$ cat src/rtl/dma_cmd_queue.sv
// dma_cmd_queue: descriptor FIFO that issues copy commands to dma one at a time and returns tagged status.
module dma_cmd_queue #(
  parameter int DEPTH   = 4,
  parameter int TAG_W   = 8,
  parameter int TIMEOUT = 4096
) (
  input  logic             clk,
  input  logic             rst_n,
  input  logic             cmd_valid,
  output logic             cmd_ready,
  input  logic [63:0]      cmd_src_addr,
  input  logic [63:0]      cmd_dst_addr,
  input  logic [31:0]      cmd_len,
  input  logic [TAG_W-1:0] cmd_tag,
  input  logic             cmd_src_res,
  input  logic             cmd_dst_res,
  output logic             dma_start,
  output logic [63:0]      dma_src_addr,
  output logic [63:0]      dma_dst_addr,
  output logic [31:0]      dma_len,
  output logic             dma_src_res,
  output logic             dma_dst_res,
  input  logic             dma_done,
  output logic             cpl_valid,
  input  logic             cpl_ready,
  output logic [TAG_W-1:0] cpl_tag,
  output logic [1:0]       cpl_status,
  output logic             busy,
  output logic             halted
);
  localparam int AW = $clog2(DEPTH);
  localparam int TW = $clog2(TIMEOUT);
  typedef enum logic [2:0] {IDLE, ISSUE, ARM, WAIT, CPL} state_t;
  typedef struct packed {
    logic [63:0]      src;
    logic [63:0]      dst;
    logic [31:0]      len;
    logic [TAG_W-1:0] tag;
    logic             sr;
    logic             dr;
  } cmd_t;
  state_t        state;
  cmd_t          mem [DEPTH];
  cmd_t          head;
  logic [AW-1:0] wr_ptr, rd_ptr;
  logic [AW:0]   count;
  logic [TW-1:0] timer;
  logic          push, pop;
  assign cmd_ready = count != (AW+1)'(DEPTH) && !halted;
  assign push      = cmd_valid && cmd_ready;
  assign pop       = state == IDLE && count != '0 && !halted;
  assign head      = mem[rd_ptr];
  assign busy      = state != IDLE || count != '0;
  always_ff @(posedge clk)
    if (push) mem[wr_ptr] <= '{cmd_src_addr, cmd_dst_addr, cmd_len, cmd_tag, cmd_src_res, cmd_dst_res};
  always_ff @(posedge clk) begin
    if (!rst_n) begin
      state        <= IDLE;
      wr_ptr       <= '0;
      rd_ptr       <= '0;
      count        <= '0;
      timer        <= '0;
      dma_start    <= 1'b0;
      dma_src_addr <= '0;
      dma_dst_addr <= '0;
      dma_len      <= '0;
      dma_src_res  <= 1'b0;
      dma_dst_res  <= 1'b0;
      cpl_valid    <= 1'b0;
      cpl_tag      <= '0;
      cpl_status   <= 2'b00;
      halted       <= 1'b0;
    end else begin
      if (push) wr_ptr <= wr_ptr + AW'(1);
      if (pop) rd_ptr <= rd_ptr + AW'(1);
      if (push && !pop) count <= count + (AW+1)'(1);
      else if (pop && !push) count <= count - (AW+1)'(1);
      dma_start <= 1'b0;
      case (state)
        IDLE: if (pop) begin
          cpl_tag <= head.tag;
          if (head.sr && head.dr) begin
            dma_src_addr <= head.src;
            dma_dst_addr <= head.dst;
            dma_len      <= head.len;
            dma_src_res  <= head.sr;
            dma_dst_res  <= head.dr;
            dma_start    <= 1'b1;
            state        <= ISSUE;
          end else begin
            cpl_status <= 2'b01;
            cpl_valid  <= 1'b1;
            state      <= CPL;
          end
        end
        ISSUE: state <= ARM;
        // dma clears its sticky done on the start edge, so done is not trusted until WAIT
        ARM: begin
          timer <= '0;
          state <= WAIT;
        end
        WAIT: if (dma_done) begin
          cpl_status <= 2'b00;
          cpl_valid  <= 1'b1;
          state      <= CPL;
        end else if (timer == TW'(TIMEOUT - 1)) begin
          cpl_status <= 2'b10;
          cpl_valid  <= 1'b1;
          halted     <= 1'b1;
          state      <= CPL;
        end else timer <= timer + TW'(1);
        CPL: if (cpl_ready) begin
          cpl_valid <= 1'b0;
          state     <= IDLE;
        end
        default: state <= IDLE;
      endcase
    end
  end
endmodule

$ cat config.mk
export PLATFORM = sky130hd
export DESIGN_NAME = dma_cmd_queue
export DESIGN_NICKNAME = d
export VERILOG_FILES = /design/src/rtl/dma_cmd_queue.sv
export SDC_FILE = /design/constraint.sdc
export NUM_CORES = 1
export LEC_CHECK = 0
export BUFFER_PORTS_ARGS = -buffer_cell sky130_fd_sc_hd__buf_4
export CORE_ASPECT_RATIO = 1.5
export CORE_MARGIN = 2
export CORE_UTILIZATION = 53
export DETAILED_ROUTE_END_ITERATION = 7
export HOLD_SLACK_MARGIN = 0.12
export MAX_ROUTING_LAYER = met4
export PLACE_DENSITY = 0.73
export SLEW_MARGIN = 40
export SYNTH_ARGS = -nofsm -noshare
export SYNTH_HDL_FRONTEND = slang
export SYNTH_SLANG_ARGS = --single-unit
$ cat constraint.sdc
create_clock -name clk -period 5.9 [get_ports clk]
set_clock_uncertainty 0.05 [all_clocks]
set_input_delay 0.295 -clock clk [delete_from_list [all_inputs] [get_ports clk]]
set_output_delay 0.295 -clock clk [all_outputs]
set_load 0.1 [all_outputs]
==> key figures <==
Finish
  – # nets final: 2,503
  – Most frequent cells in the layout: edfxtp_1, buf_4, nand2_1, dfxtp_1, dlygate4sd3_1
  – Post-route cell area: 40,000 um2
  – Util after Layout: 0.667
  – Ratio of cells with drive above 1 in the final layout: 0.282
  – Synthesis-to-layout area growth: 24.5%
  – Commonest non-fill, non-tap cell in the layout: edfxtp_1

Place
  – GP Congestion: 0.735
  – Dpl hpwl: roughly 40,000 um
  – PortBufs: 351
  – Placed cell area: 35,600 um2

Pwr
  – Comb power frac: 0.260
  – Sequential share of power: 0.444
  – Sw Share: 0.321
  – Peak VDD IR: a little under 400 uV
  – Pwr dens: 434 nW/um2
  – Pleak: 13.7 nW
  – Int Power: 11.8 mW
  – P_sw: 5.58 mW
  – Clock power frac: 0.295

Critical path
  – Startpoint types: flip-flop
  – Reg-to-reg critical path endpoint: dma_src_addr[38]$_SDFFE_PN0P_
  – Critical Path Fanout Max: 124
  – Critical path data arrival time: around 3.9 ns
  – Critical path type: flip-flop to flip-flop
  – Worst Reg-to-Reg Cells: 7
  – Crit end category: flip-flop
  – R2r startpoint: state[2]$_SDFFE_PN0P_
  – CP required: 6.40 ns
  – R2R setup slack: 2.48 ns

Drt
  – ANT nets after route: 0
  – Vias per std cell: 5.50
  – Via count: 17,500
  – Final wirelength: roughly 71,000 um
  – DR WL/cell: 22.3 um
  – Detailed-router iteration count before antenna repair: 5
  – DRC violations left: 0
  – Detailed Route Iter0 Violations: 1,086

Logic synthesis
  – Syn nets: just under 2,000
  – Cell Area, Synth: about 32,000 um2
  – Main combinational cell family by area after synthesis: multiplexers
  – Sequential element share of the synthesized area: 0.759
  – Post-synthesis mux area share: 0.118
  – Synthesized flop and latch total: a little under 900
  – Yosys warning total: 0
  – Post-synthesis compound-gate area fraction: 0.0467
  – Synth unique cells: between 40 and 50
  – Top FF cell, synth: edfxtp_1
  – Area contributors post-synth: edfxtp_1, dfxtp_1, mux4_2
  – Post-Synthesis Cells: between 1,500 and 2,000
  – Fraction of the mapped netlist area in adder cells: 0.00296
  – Synth Area in Simple Gates: 0.0540
  – Mean post-synth cell area: 17.9 um2
  – Post-synth EDFFs: 680
  – Share of synthesized registers carrying an async set or reset: 0
  – Yosys top cell by area: edfxtp_1
  – Yosys top cell area share: 0.635
  – XOR/XNOR Fraction of Synth Area: 0.00272

STA
  – Final Hold Vio Count: 0
  – Worst Max-Slew Pin Slew: 0.848 ns
  – Rel. slew slack: 0.435
  – Slew Limit Fails: 0
  – Period utilization: 0.580
  – Final setup fails: 0
  – Final min period: 3.42 ns
  – Highest Clock Rate: 0.292 GHz
  – RSZ-0062 raised after global routing: false
  – Total negative setup slack: 0 ns

Worst hold path
  – Hold depth: 2
  – Hold Crit Start: rst_n
  – Worst hold path endpoint: dma_dst_addr[53]$_SDFFE_PN0P_
  – Hold Path Class: input pin to flip-flop

Clocking
  – Clock-pin slew on the worst setup and hold paths: about 0.060 ns
  – CTS buffer count: 80
  – CTS tree: built
  – Root buffer cell: clkbuf_16
  – H-tree depth: 3
  – Hold_buf cts: 172
  – TritonCTS Sinks: between 800 and 900
  – Clk buf depth: 3
  – Post-CTS Setup Inserts: 0
  – PostCTS Resize Cnt: 0
  – Clk Latency, worst-skew pair: around 0.63 ns

Outcome
  – Outcome: completed

Floorplan
  – Die X: 205 um
  – Die area: about 63,000 um2
  – Row count: 110
  – Initial Util: 0.536
  – I/O pin count: 352
  – Placeable core region: 60,000 um2
  – Die height: 306 um

Global route
  – Vias in the first global route: 18,400
  – Initial antenna violation count: 9
  – Total GRT Usage: 0.236
  – Largest net degree at the start of global routing: about 130
  – First-pass GRT wire length: 108,000 um
  – Remaining Overflow, GRT: 0

Run
  – Max-Cap Viols: 0
## power by group through the flow
stage	Combinational (mW)	Clock [mW]	Sequential, mW
4_1_cts	4.59	5.24	7.73
2_1_floorplan	1.92	0	9.27
3_3_place_gp	4.37	0	7.84
3_5_place_dp	4.48	0	7.86
5_1_grt	4.79	5.47	7.79
6_report	4.52	5.13	7.72
## worst max-delay path by stage
stage | slack [ns] | start | endpoint | cells past startpoint
global placement | 2.34 | state[2]$_SDFFE_PN0P_ | dma_dst_addr[29]$_SDFFE_PN0P_ | 7
floorplan | 0.66 | halted$_SDFFE_PN0P_ | mem[0][0]$_DFFE_PP_ | 2
detailed placement | 2.39 | state[2]$_SDFFE_PN0P_ | dma_dst_addr[30]$_SDFFE_PN0P_ | 7
CTS | 2.32 | state[2]$_SDFFE_PN0P_ | dma_len[30]$_SDFFE_PN0P_ | 7
finish | 2.48 | state[2]$_SDFFE_PN0P_ | dma_src_addr[38]$_SDFFE_PN0P_ | 7
global route | 2.21 | state[2]$_SDFFE_PN0P_ | dma_src_addr[4]$_SDFFE_PN0P_ | 7
## critical path, stage by stage (launching register included)
cell and delay, ns:
dfxtp_1 0.41, nor3_2 0.29, and3_1 0.61, inv_2 0.31, nor2_8 0.64, buf_12 0.62
nand2_1 0.14, a21boi_1 0.17
## synth_stat cells, types with 3 or more instances
cell type	number
a21boi_0	72
a21boi_1	100
a21oi_1	7
and2_1	12
and3_1	7
and4_1	4
buf_2	44
buf_4	14
clkbuf_1	39
dfxtp_1	199
edfxtp_1	680
ha_1	6
inv_1	5
mux4_2	168
nand2_1	352
nand4_1	4
nor2_1	12
nor3_1	3
o21a_1	5
o21ai_0	9
or3_1	5
xnor2_1	6
xor2_1	4
## logic make-up after synthesis
kind of cell,Yosys count
XOR/XNOR,10
buffers and inverters,107
AO/OA/AOI/OAI,204
adder cells (fa/ha/maj),7
AND/OR/NAND/NOR,416
multiplexers,170
flip-flops,879
## metrics by stage
step | hold WS, ns | worst slack [ns] | power [mW] | std cells
3_5_place_dp | 0.395 | 2.39 | 12.3 | 2850
6_report | 0.142 | 2.48 | 17.4 | 3180
4_1_cts | 0.145 | 2.32 | 17.6 | 3170
2_1_floorplan | 0.344 | 0.659 | 11.2 | 1793
5_1_grt | 0.165 | 2.21 | 18.0 | 3180
3_3_place_gp | 0.392 | 2.34 | 12.2 | 2845
## sequential cells by signal, indices dropped and copies added (netlist names), named ones only
name and cells:
dma_start 1, halted 1, dma_dst_addr 64, dma_len 32, dma_dst_res 1, cpl_valid 1, timer 12, mem 680
cpl_tag 8, cpl_status 2, count 3, rd_ptr 2, dma_src_addr 64, state 3, wr_ptr 2, dma_src_res 1
## cell type report
type	count	area [um2]
Clock inverter	25	215
Sequential cell	879	24400
Antenna cell	9	22.5
Multi-Input combinational cell	807	7250
Timing Repair Buffer	547	4710
Fill cell	4037	20000
Tap cell	784	981
Clock buffer	123	2410
Inverter	6	22.5
## layer usage
metal / part of all wire / global-route usage / wire (um) / vias up
met2: 0.51 / 0.392 / 36300 / 570
li1: - / - / - / 7933
met4: 0.030 / 0.0892 / 2130 / 0
met1: 0.39 / 0.286 / 27800 / 8883
met3: 0.066 / 0.0490 / 4690 / 118
met5: 0 / - / 0 / -
Power figures use the tool's default switching activity.
